--- config.mk ---
export PLATFORM = sky130hd
export DESIGN_NAME = lcd_msg_ctrl
export DESIGN_NICKNAME = d
export VERILOG_FILES = /design/src/rtl/lcd_msg_ctrl.sv
export SDC_FILE = /design/constraint.sdc
export NUM_CORES = 1
export LEC_CHECK = 0
export CORE_MARGIN = 2
export CORE_UTILIZATION = 35
export DETAILED_ROUTE_END_ITERATION = 6
export PLACE_DENSITY = 0.54
export SLEW_MARGIN = 20
export SYNTH_ARGS = -nofsm -noshare
export SYNTH_HDL_FRONTEND = slang
export SYNTH_SLANG_ARGS = --single-unit
--- constraint.sdc ---
create_clock -name clk -period 4.75 [get_ports clk]
set_clock_uncertainty 0.15 [all_clocks]
set_input_delay 0.95 -clock clk [delete_from_list [all_inputs] [get_ports clk]]
set_output_delay 0.95 -clock clk [all_outputs]
set_load 0.005 [all_outputs]
--- src/rtl/lcd_msg_ctrl.sv ---
// lcd_msg_ctrl: drives an HD44780-style character LCD over an 8-bit parallel bus.
// After power-on it waits INIT_CYC cycles, issues the init commands 0x38/0x0C/0x01/0x06,
// then idles. Each accepted ready_i rewrites ROWS x COLS characters from an internal ROM
// selected by the latched msg_i.
//
// Optional feature: define LCD_SCORE_EN to show the latched score_i as two decimal digits
// in the last two columns of row 0 (saturating at 99). Without it score_i is unused.
//
// Ports:
//   clk      in   sole clock, rising edge
//   reset    in   asynchronous active-low reset
//   ready_i  in   refresh request, sampled only while idle
//   msg_i    in   message index, latched on acceptance
//   score_i  in   binary score, latched on acceptance
//   rs/rw/enable out LCD control lines (rw tied low)
//   data     out  LCD data bus
//   busy_o   out  high from acceptance until the refresh completes
//   done_o   out  one-cycle pulse at refresh completion
module lcd_msg_ctrl #(
    parameter int unsigned WAIT_CYC = 25,
    parameter int unsigned INIT_CYC = 750000,
    parameter int unsigned CLR_CYC  = 80000,
    parameter int unsigned ROWS     = 4,
    parameter int unsigned COLS     = 16,
    parameter int unsigned MSG_W    = 3
) (
    input  logic             clk,
    input  logic             reset,
    input  logic             ready_i,
    input  logic [MSG_W-1:0] msg_i,
    input  logic [7:0]       score_i,
    output logic             rs,
    output logic             rw,
    output logic             enable,
    output logic [7:0]       data,
    output logic             busy_o,
    output logic             done_o
);

    localparam int unsigned WR_LAST = 2 * WAIT_CYC;
    localparam int unsigned PH_W    = $clog2(WR_LAST + 1);
    localparam int unsigned DLY_MAX = (INIT_CYC > CLR_CYC) ? INIT_CYC : CLR_CYC;
    localparam int unsigned DLY_W   = $clog2(DLY_MAX + 1);

    localparam logic [127:0] M0_R0 = "READY   SCORE 00";
    localparam logic [127:0] M0_R1 = "PRESS START     ";
    localparam logic [127:0] M0_R2 = "MSG ZERO ROW 2  ";
    localparam logic [127:0] M0_R3 = "MSG ZERO ROW 3  ";
    localparam logic [127:0] M1_R0 = "GAME OVER     --";
    localparam logic [127:0] M1_R1 = "PLAYER ONE      ";
    localparam logic [127:0] M1_R2 = "TRY AGAIN       ";
    localparam logic [127:0] M1_R3 = "ABCDEFGHIJKLMNOP";

    typedef enum logic [2:0] {
        PWR_WAIT, INIT_CMD, IDLE, SET_ADDR, WR_CHAR, FINISH
    } state_t;

    state_t           state_q;
    logic [PH_W-1:0]  ph_q;       // position inside the current 1+2*WAIT_CYC bus write
    logic [DLY_W-1:0] dly_q;
    logic [1:0]       cmd_q;
    logic             clr_wait_q;
    logic [1:0]       row_q;
    logic [3:0]       col_q;
    logic [MSG_W-1:0] msg_q;
    logic             wr_done;
    logic [3:0]       char_col;
    logic [7:0]       char_val;

    function automatic logic [7:0] init_cmd(input logic [1:0] idx);
        case (idx)
            2'd0:    return 8'h38;
            2'd1:    return 8'h0C;
            2'd2:    return 8'h01;
            default: return 8'h06;
        endcase
    endfunction

    function automatic logic [7:0] row_addr(input logic [1:0] r);
        case (r)
            2'd0:    return 8'h80;
            2'd1:    return 8'hC0;
            2'd2:    return 8'h90;
            default: return 8'hD0;
        endcase
    endfunction

    // Undefined message indices read back as all spaces.
    function automatic logic [7:0] rom_char(input logic [MSG_W-1:0] m, input logic [1:0] r,
                                            input logic [3:0] c);
        logic [127:0] txt;
        txt = {16{8'h20}};
        if (m == MSG_W'(0)) begin
            case (r)
                2'd0:    txt = M0_R0;
                2'd1:    txt = M0_R1;
                2'd2:    txt = M0_R2;
                default: txt = M0_R3;
            endcase
        end else if (m == MSG_W'(1)) begin
            case (r)
                2'd0:    txt = M1_R0;
                2'd1:    txt = M1_R1;
                2'd2:    txt = M1_R2;
                default: txt = M1_R3;
            endcase
        end
        return txt[{4'd15 - c, 3'b000} +: 8];
    endfunction

    assign wr_done = (ph_q == PH_W'(WR_LAST));
    assign rw      = 1'b0;

`ifdef LCD_SCORE_EN
    logic [7:0] score_q;
    logic [6:0] score_sat;
    logic [6:0] tens;
    logic [6:0] ones;

    assign score_sat = (score_q > 8'd99) ? 7'd99 : score_q[6:0];
    assign tens      = score_sat / 7'd10;
    assign ones      = score_sat % 7'd10;
`else
    logic score_unused;
    assign score_unused = ^score_i;
`endif

    // Character for the write that follows the current one: column 0 after an address
    // write, otherwise the next column of the current row.
    always_comb begin
        char_col = (state_q == WR_CHAR) ? col_q + 4'd1 : 4'd0;
        char_val = rom_char(msg_q, row_q, char_col);
`ifdef LCD_SCORE_EN
        if (row_q == 2'd0 && char_col == 4'(COLS - 2)) begin
            char_val = 8'h30 + {1'b0, tens};
        end else if (row_q == 2'd0 && char_col == 4'(COLS - 1)) begin
            char_val = 8'h30 + {1'b0, ones};
        end
`endif
    end

    always_ff @(posedge clk or negedge reset) begin
        if (!reset) begin
            state_q    <= PWR_WAIT;
            ph_q       <= '0;
            dly_q      <= '0;
            cmd_q      <= 2'd0;
            clr_wait_q <= 1'b0;
            row_q      <= 2'd0;
            col_q      <= 4'd0;
            msg_q      <= '0;
`ifdef LCD_SCORE_EN
            score_q    <= 8'd0;
`endif
            rs         <= 1'b0;
            enable     <= 1'b0;
            data       <= 8'h00;
            busy_o     <= 1'b0;
            done_o     <= 1'b0;
        end else begin
            done_o <= 1'b0;
            // Common write engine: setup cycle, WAIT_CYC high, WAIT_CYC low.
            if ((state_q == INIT_CMD && !clr_wait_q) || state_q == SET_ADDR
                    || state_q == WR_CHAR) begin
                if (!wr_done) begin
                    ph_q   <= ph_q + 1'b1;
                    enable <= (ph_q < PH_W'(WAIT_CYC));
                end else begin
                    ph_q <= '0;
                end
            end
            case (state_q)
                PWR_WAIT: begin
                    if (dly_q == DLY_W'(INIT_CYC - 1)) begin
                        dly_q   <= '0;
                        cmd_q   <= 2'd0;
                        rs      <= 1'b0;
                        data    <= init_cmd(2'd0);
                        state_q <= INIT_CMD;
                    end else begin
                        dly_q <= dly_q + 1'b1;
                    end
                end
                INIT_CMD: begin
                    if (clr_wait_q) begin
                        if (dly_q == DLY_W'(CLR_CYC - 1)) begin
                            clr_wait_q <= 1'b0;
                            dly_q      <= '0;
                            cmd_q      <= 2'd3;
                            data       <= init_cmd(2'd3);
                        end else begin
                            dly_q <= dly_q + 1'b1;
                        end
                    end else if (wr_done) begin
                        if (cmd_q == 2'd2) begin
                            clr_wait_q <= 1'b1;
                        end else if (cmd_q == 2'd3) begin
                            state_q <= IDLE;
                        end else begin
                            cmd_q <= cmd_q + 2'd1;
                            data  <= init_cmd(cmd_q + 2'd1);
                        end
                    end
                end
                IDLE: begin
                    if (ready_i) begin
                        msg_q   <= msg_i;
`ifdef LCD_SCORE_EN
                        score_q <= score_i;
`endif
                        busy_o  <= 1'b1;
                        row_q   <= 2'd0;
                        col_q   <= 4'd0;
                        rs      <= 1'b0;
                        data    <= row_addr(2'd0);
                        state_q <= SET_ADDR;
                    end
                end
                SET_ADDR: begin
                    if (wr_done) begin
                        col_q   <= 4'd0;
                        rs      <= 1'b1;
                        data    <= char_val;
                        state_q <= WR_CHAR;
                    end
                end
                WR_CHAR: begin
                    if (wr_done) begin
                        if (col_q == 4'(COLS - 1)) begin
                            if (row_q == 2'(ROWS - 1)) begin
                                done_o  <= 1'b1;
                                busy_o  <= 1'b0;
                                state_q <= FINISH;
                            end else begin
                                row_q   <= row_q + 2'd1;
                                rs      <= 1'b0;
                                data    <= row_addr(row_q + 2'd1);
                                state_q <= SET_ADDR;
                            end
                        end else begin
                            col_q <= col_q + 4'd1;
                            data  <= char_val;
                        end
                    end
                end
                FINISH:  state_q <= IDLE;
                default: state_q <= PWR_WAIT;
            endcase
        end
    end

endmodule

# Word-level counts from Yosys, hierarchy flattened

Cells that the tools add are included.

Register bits after elaboration: 53
Bits of input ports: 14
Output and inout bits: 13
Logic and storage cells: 155

Add/subtract/negate cells: 6
Magnitude comparators: 1
Eq/ne operators: 37
Shift operators: 1
Muxes and demuxes: 72
Bitwise operators: 1
Reductions and logical operators: 24

Operators by type and width:

| cell                  | count |
|---|---|
| $pmux 125 s3          | 2 |
| $mux 128              | 1 |
| $shiftx 128x8->8      | 1 |
| $mux 127              | 1 |
| $mux 8                | 11 |
| $mux 20               | 3 |
| $pmux 20 s2           | 1 |
| $pmux 8 s5            | 1 |
| $mux 3                | 10 |
| $pmux 7 s3            | 1 |
| $add 20x1->20 const B | 1 |
| $eq 20x17->1 const B  | 1 |
| $eq 20x20->1 const B  | 1 |
| $mux 2                | 10 |
| $mux 4                | 5 |
| $ne 2x2->1 const B    | 10 |
| $mux 1                | 18 |
| $pmux 3 s6            | 1 |
| $pmux 6 s3            | 1 |
| $reduce_and 5->1      | 3 |
| $eq 2x2->1 const B    | 6 |
| $ne 3x3->1 const B    | 4 |
| $pmux 4 s3            | 1 |
| $reduce_and 10->1     | 1 |
| other kinds (31)      | 47 |

# Longest topological paths before layout

Gate-level depths: netlist of run 1.

Depth after elaboration: 8
Mapped depth: 9
Gate-level depth less buffers: 8

# Worst setup path after synthesis of run 1

OpenSTA, ideal clock, no wires.

Path kind: reg-to-reg
Start point: reg dly_q[7]
End point: reg data[4]
Setup time: 0.126 ns
Data arrival time: 2.063 ns
Required time: 4.474 ns
Path slack: 2.411 ns
Stages on the path, launching flop included: 7
Path buffers: 0
Period minus slack after synthesis: 2.339 ns
Cell sequence: dfrtp_1 -> or4b_4 -> nor4b_4 -> a41o_2 -> nand4b_4 -> a21o_1 -> o32a_1

Cells in the longest elaborated chain, start to end: 3
Elaborated cells between the ends (all ways): 5
Classes of those cells: eq/ne: 4; reduce/logical: 1

Ends and longest elaborated chain:

| element                                                          | line     | RTL |
|---|---|---|
| start: declaration                                               | 60       | `logic [DLY_W-1:0] dly_q;` |
| start signal: assignment                                         | 181      | `dly_q <= dly_q + 1'b1;` |
| start signal: assignment                                         | 192      | `dly_q <= dly_q + 1'b1;` |
| $eq 20x17->1 / $eq 20x20->1 (equally long branches)              | 186, 174 |  |
| $ne 3x2->1 (no source line) / $ne 2x2->1 (equally long branches) | n/a      |  |
| $reduce_and 10->1 (no source line) (*)                           | n/a      |  |
| end signal: assignment                                           | 178      | `data <= init_cmd(2'd0);` |
| end signal: assignment                                           | 190      | `data <= init_cmd(2'd3);` |
| end signal: assignment                                           | 201      | `data <= init_cmd(cmd_q + 2'd1);` |
| end: declaration                                                 | 35       | `output logic [7:0] data,` |

Every way passes the cells marked *; elsewhere a longest branch is shown, timed or not.
A chain may end at the register's enable or synchronous reset.

# Final worst setup path of run 1

Start point: reg col_q[0]
End point: reg data[3]

Cells in the longest elaborated chain, start to end: 7
Elaborated cells between the ends (all ways): 11
Classes of those cells: add/sub: 2; eq/ne: 2; shift: 1; mux: 5; reduce/logical: 1

Ends and longest elaborated chain:

| element                  | line | RTL |
|---|---|---|
| start: declaration       | 64   | `logic [3:0] col_q;` |
| start signal: assignment | 241  | `col_q <= col_q + 4'd1;` |
| $add 4x1->4              | 131  | `char_col = (state_q == WR_CHAR) ? col_q + 4'd1 : 4'd0;` |
| $mux 4                   | 131  |  |
| $sub 4x4->4              | 108  | `return txt[{4'd15 - c, 3'b000} +: 8];` |
| $shiftx 128x8->8         | 108  |  |
| $mux 8                   | 229  | `if (col_q == 4'(COLS - 1)) begin` |
| $mux 8                   | 228  | `if (wr_done) begin` |
| $pmux 8 s5               | 172  | `case (state_q)` |
| end signal: assignment   | 178  |  |
| end signal: assignment   | 237  | `data <= row_addr(row_q + 2'd1);` |
| end signal: assignment   | 242  | `data <= char_val;` |

Several ways; a longest one is shown, not always the timed one. The select of a mux whose other input is x is not followed.

==> results of run 1 <==
## cell usage in the layout (no fill, tap or decap), types with 6 or more instances in the layout
| cell | instances |
|---|---|
| sky130_fd_sc_hd__dfrtp_1 | 53 |
| sky130_fd_sc_hd__nand2_1 | 50 |
| sky130_fd_sc_hd__nor2_1 | 40 |
| sky130_fd_sc_hd__o21ai_0 | 38 |
| sky130_fd_sc_hd__a21oi_1 | 31 |
| sky130_fd_sc_hd__nand3_1 | 26 |
| sky130_fd_sc_hd__inv_1 | 18 |
| sky130_fd_sc_hd__nor3_1 | 17 |
| sky130_fd_sc_hd__a211oi_1 | 16 |
| sky130_fd_sc_hd__ha_1 | 16 |
| sky130_fd_sc_hd__clkdlybuf4s50_1 | 16 |
| sky130_fd_sc_hd__nand2b_1 | 12 |
| sky130_fd_sc_hd__xnor2_1 | 11 |
| sky130_fd_sc_hd__o31ai_1 | 11 |
| sky130_fd_sc_hd__xor2_1 | 10 |
| sky130_fd_sc_hd__o21ai_1 | 8 |
| sky130_fd_sc_hd__nand4_1 | 8 |
| sky130_fd_sc_hd__o211ai_1 | 8 |
| sky130_fd_sc_hd__a31oi_1 | 8 |
| sky130_fd_sc_hd__buf_4 | 8 |
| sky130_fd_sc_hd__nor2b_1 | 6 |
| sky130_fd_sc_hd__a21o_1 | 6 |
## sequential cells by signal, summed over array words and instances (netlist names)
register,cells
busy_o,1
clr_wait_q,1
cmd_q,2
col_q,4
data,8
dly_q,20
done_o,1
enable,1
msg_q,3
ph_q,6
row_q,2
rs,1
state_q,3
## area by class of cell
type                       instances  share of cell area
clock buffer                       5              0.0263
sequential                        53               0.279
timing repair buffer              25              0.0474
clock inverter                     2             0.00737
multi-input combinational        426               0.581
inverter                          18              0.0142
tap                              168              0.0442
## per-stage QoR
step                      hold slack, ns  area [sq um]  setup WS [ns]  utilization  std cells
after floorplan                    0.305          4350           2.41            -        537
final                              0.331          4750           1.47        0.394        697
after global placement             0.310          4590           1.56        0.381        690
after global routing               0.353          4750           1.35        0.394        697
after CTS                          0.335          4750           1.56        0.394        697
after detailed placement           0.319          4590           1.57        0.381        690
## worst paths after layout
kind	start	slack, ns	depth (start not counted)	to
max	col_q[0]	1.47	8	data[3]
min	busy_o	0.33	1	busy_o
max reg2reg	col_q[0]	1.47	8	data[3]
min reg2reg	busy_o	0.33	1	busy_o
max in group asynchronous	reset	3.37	2	col_q[2]
min in group asynchronous	reset	0.63	2	dly_q[4]
## logic make-up after synthesis
kind of cell,Yosys count
adders and majority gates,16
other,1
AOI/OAI and AO/OA,174
muxes,5
xor gates and xnor gates,21
buffers and inverters,58
DFF,53
and+or+nand+nor,209
## power by group through the flow
stage          sequential (mW)  clock, mW  combinational [mW]
2_1_floorplan            0.460          0             0.00148
3_3_place_gp             0.460          0              0.0149
3_5_place_dp             0.460          0              0.0151
4_1_cts                  0.451      0.418              0.0151
5_1_grt                  0.451      0.432              0.0166
6_report                 0.451      0.408              0.0140
## worst reg2reg max path, delay by kind of cell (launching register included)
family / cells / cell delay [ns]
simple gates: 1 / 0.57
fa+ha+maj: 1 / 0.68
buf+inv: 1 / 0.21
compound gates: 5 / 1.20
flops: 1 / 0.36
## synth_stat cells (10+ instances only)
master	count
sky130_fd_sc_hd__xnor2_1	11
sky130_fd_sc_hd__ha_1	16
sky130_fd_sc_hd__o21ai_0	38
sky130_fd_sc_hd__clkbuf_1	21
sky130_fd_sc_hd__o31ai_1	11
sky130_fd_sc_hd__nor3_1	17
sky130_fd_sc_hd__nand3_1	26
sky130_fd_sc_hd__a21oi_1	31
sky130_fd_sc_hd__nor2_1	40
sky130_fd_sc_hd__xor2_1	10
sky130_fd_sc_hd__a211oi_1	16
sky130_fd_sc_hd__dfrtp_1	53
sky130_fd_sc_hd__nand2_1	50
sky130_fd_sc_hd__buf_2	10
sky130_fd_sc_hd__inv_1	18
sky130_fd_sc_hd__nand2b_1	12
## metal layers
metal,routed length [um],global-route usage
met4,392,0.0763
met1,5700,0.263
met2,6310,0.341
met5,0,0
met3,799,0.0293
==> results.json, run 1 <==
{
  "cts_tree": "yes",
  "yosys_warnings": 0,
  "worst_path_arrival_ns": 3.32,
  "synth_compound_area_frac": 0.267,
  "power_density_over_the_cells_nw_per_um2": 184,
  "total_wirelength_um": 13200,
  "ctsResizeCount": 0,
  "rsz0062_at_grt": "false",
  "worst_slew_margin_rel": 0.370,
  "crit_path_start_kind": "flip-flop",
  "core_region_area_sq_um": 12100,
  "synth_edf_count": 0,
  "power_switching_uw": 173,
  "number_of_vias_per_cell_after_detailed_routing": 6.04,
  "path_common_cell": "sky130_fd_sc_hd__o32a_1",
  "grt_antenna_before_repair": 0,
  "grt_overflow": 0,
  "vias_in_the_first_global_route": 3998,
  "cts.sink_count": 53,
  "worst_path_max_delay_cell": "sky130_fd_sc_hd__ha_1",
  "grt_start_max_net_pins": 54,
  "yosysTopAreaCell": "sky130_fd_sc_hd__dfrtp_1",
  "floorplan.initialDensity": 0.361,
  "p_leak_nw": 1.90,
  "final_layout_size_suffix_gt1_frac": 0.0681,
  "power_frac_clock": 0.467,
  "die-area_sq_um": 13300,
  "combined_area_of_the_multi_input_logic_cells_sq_um": 2760,
  "first_pass_iters": 5,
  "inserted_diodes": 0,
  "maxSlewViolCount": 0,
  "cp_max_fo": 22,
  "path_cells": "buf_4 -> ha_1 -> and4bb_2 -> o31ai_1 -> o21ai_1 -> a21oi_1 -> o32a_1 -> o32a_1",
  "fraction_of_synthesized_cell_area_in_xor_and_xnor_cells": 0.0423,
  "cts_buffers": 5,
  "antenna_violating_nets_post_route": 0,
  "routedWlPerCell_um": 18.9,
  "gp_congestion": 0.937,
  "rows": 40,
  "power_report.internal_total_uw": 700,
  "fmaxAchievable_ghz": 0.305,
  "area_added_between_synthesis_and_finish_pct": 9.14,
  "number_of_nets_in_the_finished_design": 559,
  "synth_seq_cells": 53,
  "criticalPathCategory": "flip-flop to flip-flop",
  "critical-path-top-delay-family": "compound AO/OA/AOI/OAI gates",
  "max-cap-violations": 0,
  "worstSkewPairLatency_ns": 0.29,
  "pwr-share-seq": 0.517,
  "die_height_um": 116,
  "crit_path_max_incr_delay_ns": 0.68,
  "synthesis.area_sq_um": 4350,
  "ir_worst_vdd_mv": 0.182,
  "post_route_total_power_uw": 873,
  "fin_crit_ns": 3.28,
  "report.final.setup_viol": 0,
  "wire_length_of_the_first_global_routing_pass_um": 21300,
  "timing.setup.tns_ns": 0,
  "io_buffer_count": 17,
  "detailedPlacementHpwl_um": 9200,
  "synth_top_area_frac": 0.305,
  "route.detailed.drc": 0,
  "clk_transition_reported_paths_ns": 0.07,
  "detailroute.via_count": 4208,
  "drt_iter0_markers": 501,
  "status": "finished, final reports clean",
  "syn-mean-instance-area_sq_um": 8.11,
  "boundaryPins": 27,
  "hold_path_class": "flip-flop to flip-flop",
  "power.switching_fraction": 0.198,
  "gr-usage-all-layers": 0.202,
  "number_of_endpoints_with_negative_hold_slack_in_the_final_report": 0,
  "min_period_over_period": 0.691,
  "dominant_combinational_cell_family_by_area_after_synthesis": "compound AO/OA/AOI/OAI gates",
  "synthSimpleGateAreaFrac": 0.266,
  "postSynth.topFlopCell": "sky130_fd_sc_hd__dfrtp_1",
  "end_kind": "flip-flop",
  "syn-num-nets": 567,
  "power.combinational.fraction": 0.016,
  "netlist_top_cells_area": "sky130_fd_sc_hd__dfrtp_1 30%, sky130_fd_sc_hd__ha_1 4.6%, sky130_fd_sc_hd__o21ai_0 4.4%",
  "postSynth.asyncResetShare": 1.00,
  "critPathRequiredTime_ns": 4.78,
  "muxShareOfSynthArea": 0.0126,
  "measured_slew_at_the_worst_slew_check_pin_ns": 0.945,
  "post_synth_fa_ha_maj_area_fraction": 0.0460,
  "cts_root_buf": "sky130_fd_sc_hd__clkbuf_16",
  "cts.hold.buffers_added": 0,
  "register_area_sq_um": 1330,
  "seq_area_frac_synth": 0.305,
  "cts-root-to-sink-buffers": 2,
  "synth_cell_type_count": 83,
  "postSynthCellCount": 537,
  "post_cts_buffers": 0,
  "dieWidth_um": 116,
  "fillers": 1272,
  "cts_htree_levels": 2,
  "critical_path_buffer_and_inverter_count": 1
}
Note: power is estimated with default switching activity, not from simulation.
==> inputs of run 2 (changes only) <==
- PLACE_DENSITY: 0.54 -> 0.56
- clock period: 4.75 -> 2.95 ns (I/O delays scaled with it)
==> results.json, run 2 (synthesis gave the netlist of run 1 again) <==
{
  "status": "finished, final reports clean",
  "grt_overflow": 0,
  "cp_max_fo": 14,
  "antenna_violating_nets_post_route": 0,
  "number_of_flip_flops_under_the_largest_register_name": 20,
  "dieWidth_um": 116,
  "detailroute.via_count": 4361,
  "layout.cells.non_filler": 727,
  "timing.setup.tns_ns": 0,
  "worstSkewPairLatency_ns": 0.29,
  "final_layout_size_suffix_gt1_frac": 0.118,
  "power_switching_uw": 275,
  "wire_length_of_the_first_global_routing_pass_um": 23200,
  "cts_root_buf": "sky130_fd_sc_hd__clkbuf_16",
  "number_of_vias_per_cell_after_detailed_routing": 6.00,
  "ctsResizeCount": 0,
  "critPathRequiredTime_ns": 3.01,
  "power_report.internal_total_mw": 1.13,
  "hold_path_class": "primary input to asynchronous set/reset pin",
  "clk_transition_reported_paths_ns": 0.06,
  "cts.sink_count": 53,
  "power.combinational.fraction": 0.017,
  "min_period_over_period": 0.933,
  "die_height_um": 116,
  "drt_iter0_markers": 398,
  "pwr-share-seq": 0.518,
  "criticalPathCategory": "flip-flop to flip-flop",
  "vias_in_the_first_global_route": 4296,
  "inserted_diodes": 0,
  "io_buffer_count": 17,
  "route.detailed.drc": 0,
  "path_common_cell": "sky130_fd_sc_hd__o31ai_1",
  "place_worst_setup_slack_ns": 0.303,
  "fillers": 1232,
  "core_region_area_sq_um": 12100,
  "worst_r2r_path_depth": 6,
  "cts_buffers": 5,
  "total_wirelength_um": 14300,
  "worst_slew_margin_rel": 0.484,
  "timing.final.ws_setup_ns": 0.199,
  "cts_htree_levels": 2,
  "power_density_over_the_cells_nw_per_um2": 282,
  "placedCellCount": 720,
  "routedWlPerCell_um": 19.7,
  "measured_slew_at_the_worst_slew_check_pin_ns": 0.774,
  "first_pass_iters": 5,
  "end_kind": "flip-flop",
  "largest-register": "dly_q",
  "worst_path_max_delay_cell": "sky130_fd_sc_hd__or3b_2",
  "report.final.setup_viol": 0,
  "power.switching_fraction": 0.196,
  "register_area_sq_um": 1330,
  "rr_startpoint": "msg_q[2]",
  "grt_antenna_before_repair": 0,
  "gr-usage-all-layers": 0.222,
  "crit_path_start_kind": "flip-flop",
  "cts-root-to-sink-buffers": 2,
  "detailedPlacementHpwl_um": 10700,
  "ir_worst_vdd_mv": 0.338,
  "rsz0062_at_grt": "false",
  "post_route_total_power_mw": 1.40,
  "crit_path_max_incr_delay_ns": 0.66,
  "power_frac_clock": 0.465,
  "worstReg2RegEnd": "data[2]",
  "floorplan.initialDensity": 0.361,
  "area_added_between_synthesis_and_finish_pct": 14.3,
  "rows": 40,
  "p_leak_nw": 2.05,
  "mostFrequentLayoutCells": "53 x sky130_fd_sc_hd__dfrtp_1, 50 x sky130_fd_sc_hd__nand2_1, 40 x sky130_fd_sc_hd__nor2_1",
  "max-cap-violations": 0,
  "worst_path_arrival_ns": 2.81,
  "cts.hold.buffers_added": 0,
  "combined_area_of_the_multi_input_logic_cells_sq_um": 2760,
  "gp_congestion": 0.973,
  "rrSetupSlack_ns": 0.20,
  "cts_tree": "yes",
  "commonest_non_fill_non_tap_cell_in_the_layout": "sky130_fd_sc_hd__dfrtp_1",
  "path_cells": "or3b_2 -> o31ai_1 -> a21oi_1 -> o31ai_1 -> o22ai_1 -> o21ai_1",
  "number_of_nets_in_the_finished_design": 589,
  "maxSlewViolCount": 0,
  "largest_registers": "dly_q (20), data (8), ph_q (6)",
  "boundaryPins": 27,
  "post_cts_buffers": 0,
  "grt_start_max_net_pins": 34,
  "die-area_sq_um": 13300,
  "fin_crit_ns": 2.75,
  "fmaxAchievable_ghz": 0.364,
  "number_of_endpoints_with_negative_hold_slack_in_the_final_report": 0
}
==> run 2: metal layers <==
metal | part of all wire | up-vias | track usage
met5 | 0 | - | 0
met4 | 0.035 | 0 | 0.0972
met1 | 0.42 | 2112 | 0.280
li1 | - | 2040 | -
met2 | 0.48 | 170 | 0.373
met3 | 0.064 | 39 | 0.0371
==> run 2: final cells by class <==
class | count | share of cell area
multi-input cells | 426 | 0.555
inverters | 18 | 0.0136
clock inverters | 2 | 0.00704
clock buffers | 5 | 0.0251
flip-flops and latches | 53 | 0.267
repair buffers | 55 | 0.0905
well taps | 168 | 0.0422
==> run 2: worst max-delay path by stage <==
stage	start	endpoint	slack, ns	depth (start not counted)
2_1_floorplan	dly_q[7]	data[4]	0.61	6
3_3_place_gp	row_q[1]	data[4]	0.24	9
3_5_place_dp	row_q[1]	data[4]	0.30	9
4_1_cts	row_q[1]	data[4]	0.27	9
5_1_grt	state_q[0]	data[4]	0.08	8
6_report	msg_q[2]	data[2]	0.20	6
==> run 2: power by group through the flow <==
| stage | Sequential [mW] | Clock, mW | Combinational (mW) |
|---|---|---|---|
| CTS | 0.726 | 0.674 | 0.0263 |
| global route | 0.726 | 0.696 | 0.0286 |
| global placement | 0.740 | 0 | 0.0258 |
| detailed placement | 0.740 | 0 | 0.0262 |
| finish | 0.726 | 0.652 | 0.0245 |
| floorplan | 0.740 | 0 | 0.00239 |
==> run 2: worst max-delay path: cells and delay by family, from the launching register on <==
family             cells  cell delay (ns)
AOI/OAI and AO/OA      5             1.31
DFF                    1             0.54
and+or+nand+nor        1             0.66
==> run 2: stage by stage <==
step	util	hold WS [ns]	area, sq um
floorplan	-	0.144	4350
global placement	0.399	0.312	4820
detailed placement	0.399	0.322	4820
CTS	0.413	0.252	4980
global route	0.413	0.277	4980
finish	0.413	0.219	4980
==> inputs of run 3 (changes only) <==
- CTS_CLUSTER_SIZE: unset -> 40
- PLACE_DENSITY: 0.56 -> 0.54
- clock period: 2.95 -> 2.9 ns (I/O delays scaled with it)
==> results.json, run 3 (synthesis gave the netlist of run 1 again) <==
{
  "status": "finished, final reports clean",
  "power.combinational.fraction": 0.018,
  "number_of_nets_in_the_finished_design": 581,
  "rows": 40,
  "power_report.internal_total_mw": 1.09,
  "clk_transition_reported_paths_ns": 0.06,
  "largest_registers": "dly_q (20), data (8), ph_q (6)",
  "drt_iter0_markers": 498,
  "fin_crit_ns": 2.72,
  "max-cap-violations": 0,
  "worst_path_arrival_ns": 2.76,
  "gr-usage-all-layers": 0.214,
  "floorplan.initialDensity": 0.361,
  "crit_path_max_incr_delay_ns": 0.48,
  "combined_area_of_the_multi_input_logic_cells_sq_um": 2760,
  "post_cts_buffers": 0,
  "worstSkewPairLatency_ns": 0.29,
  "power_switching_uw": 274,
  "grt_start_max_net_pins": 40,
  "power_density_over_the_cells_nw_per_um2": 277,
  "criticalPathCategory": "flip-flop to flip-flop",
  "inserted_diodes": 0,
  "die-area_sq_um": 13300,
  "number_of_flip_flops_under_the_largest_register_name": 20,
  "timing.final.ws_setup_ns": 0.181,
  "final_core_util": 0.406,
  "commonest_non_fill_non_tap_cell_in_the_layout": "sky130_fd_sc_hd__dfrtp_1",
  "grt_overflow": 0,
  "core_region_area_sq_um": 12100,
  "worst_slew_margin_rel": 0.393,
  "antenna_violating_nets_post_route": 0,
  "register_area_sq_um": 1330,
  "rsz0062_at_grt": "false",
  "cp_max_fo": 8,
  "min_period_over_period": 0.938,
  "power.switching_fraction": 0.201,
  "vias_in_the_first_global_route": 4138,
  "place_worst_setup_slack_ns": 0.301,
  "fmaxAchievable_ghz": 0.368,
  "total_wirelength_um": 13600,
  "report.final.setup_viol": 0,
  "critical-path-top-delay-family": "compound AO/OA/AOI/OAI gates",
  "area_added_between_synthesis_and_finish_pct": 12.6,
  "detailroute.via_count": 4283,
  "groute.layer.met2.usage": 0.354,
  "number_of_endpoints_with_negative_hold_slack_in_the_final_report": 0,
  "final_layout_size_suffix_gt1_frac": 0.105,
  "pwr-share-seq": 0.543,
  "fin_hold_ws_ns": 0.270,
  "boundaryPins": 27,
  "critPathRequiredTime_ns": 2.94,
  "path_cells": "inv_1 -> ha_1 -> nor2_1 -> a211oi_1 -> nor3_1 -> nor3_1 -> a211oi_1 -> o31ai_1",
  "cts_buffers": 5,
  "cts-root-to-sink-buffers": 2,
  "grt_use_met3": 0.0356,
  "hold_path_class": "primary input to asynchronous set/reset pin",
  "routedWlPerCell_um": 18.9,
  "grt_antenna_before_repair": 0,
  "grt_busiest_layer": "met2",
  "critical_path_buffer_and_inverter_count": 1,
  "io_buffer_count": 17,
  "end_kind": "flip-flop",
  "cts_root_buf": "sky130_fd_sc_hd__clkbuf_16",
  "dieWidth_um": 116,
  "measured_slew_at_the_worst_slew_check_pin_ns": 0.910,
  "die_height_um": 116,
  "p_leak_nw": 2.00,
  "worst_path_max_delay_cell": "sky130_fd_sc_hd__ha_1",
  "power_frac_clock": 0.438,
  "number_of_vias_per_cell_after_detailed_routing": 5.96,
  "route.detailed.drc": 0,
  "ir_worst_vdd_mv": 0.262,
  "first_pass_iters": 5,
  "gp_congestion": 0.996,
  "mostFrequentLayoutCells": "53 x sky130_fd_sc_hd__dfrtp_1, 50 x sky130_fd_sc_hd__nand2_1, 40 x sky130_fd_sc_hd__nor2_1",
  "largest-register": "dly_q",
  "cts.sink_count": 53,
  "detailedPlacementHpwl_um": 9910,
  "timing.setup.tns_ns": 0,
  "fillers": 1238,
  "crit_path_start_kind": "flip-flop",
  "maxSlewViolCount": 0,
  "wire_length_of_the_first_global_routing_pass_um": 22500,
  "cts_tree": "yes",
  "cts_htree_levels": 2,
  "grt_use_met1": 0.279
}
run 3: cell count changes in the layout (fill, tap and decap cells not counted), sizes merged:
cell / previous run / this run
clkbuf: 5 / 7
buf: 39 / 31
clkinv: 1 / 0
bufinv: 1 / 0
run 3: worst paths after layout:
path / start / endpoint / slack, ns / depth (start not counted)
max: row_q[0] / data[0] / 0.18 / 8
min: reset / dly_q[1] / 0.27 / 1
max reg2reg: row_q[0] / data[0] / 0.18 / 8
min reg2reg: data[7] / data[7] / 0.33 / 1
max in group asynchronous: reset / ph_q[1] / 1.64 / 2
min in group clk: data[7] / data[7] / 0.33 / 1
run 3: worst register-to-register path, cell delays in order (launching register included):
cell	delay [ns]
sky130_fd_sc_hd__dfrtp_1	0.42
sky130_fd_sc_hd__inv_1	0.18
sky130_fd_sc_hd__ha_1	0.48
sky130_fd_sc_hd__nor2_1	0.19
sky130_fd_sc_hd__a211oi_1	0.42
sky130_fd_sc_hd__nor3_1	0.08
sky130_fd_sc_hd__nor3_1	0.22
sky130_fd_sc_hd__a211oi_1	0.19
sky130_fd_sc_hd__o31ai_1	0.29
run 3: metrics by stage:
stage               power (mW)  instance area, sq um  cells
finish                    1.36                  4900    719
global route              1.41                  4900    719
CTS                       1.39                  4900    719
detailed placement       0.779                  4760    712
global placement         0.779                  4760    712
floorplan                0.756                  4350    537
run 3: timing repair:
item	4_1_cts	5_1_grt
setup endpoints to repair	0	1
hold buffers	0	0
resized for setup	0	1
run 3: final cells by class:
type,count,share of cell area
timing repair buffer,47,0.0797
sequential,53,0.271
multi-input combinational,426,0.564
tap,168,0.0429
clock buffer,7,0.0291
inverter,18,0.0138
run 3: power by group through the flow:
stage / sequential, mW / clock [mW] / combinational [mW]
6_report: 0.739 / 0.596 / 0.0249
5_1_grt: 0.738 / 0.642 / 0.0294
4_1_cts: 0.739 / 0.623 / 0.0264
3_5_place_dp: 0.753 / 0 / 0.0262
3_3_place_gp: 0.753 / 0 / 0.0256
2_1_floorplan: 0.753 / 0 / 0.00243
run 3: metal layers:
metal | up-vias | share of wire
li1 | 2021 | -
met3 | 39 | 0.062
met5 | - | 0
met2 | 177 | 0.47
met4 | 0 | 0.026
met1 | 2046 | 0.44
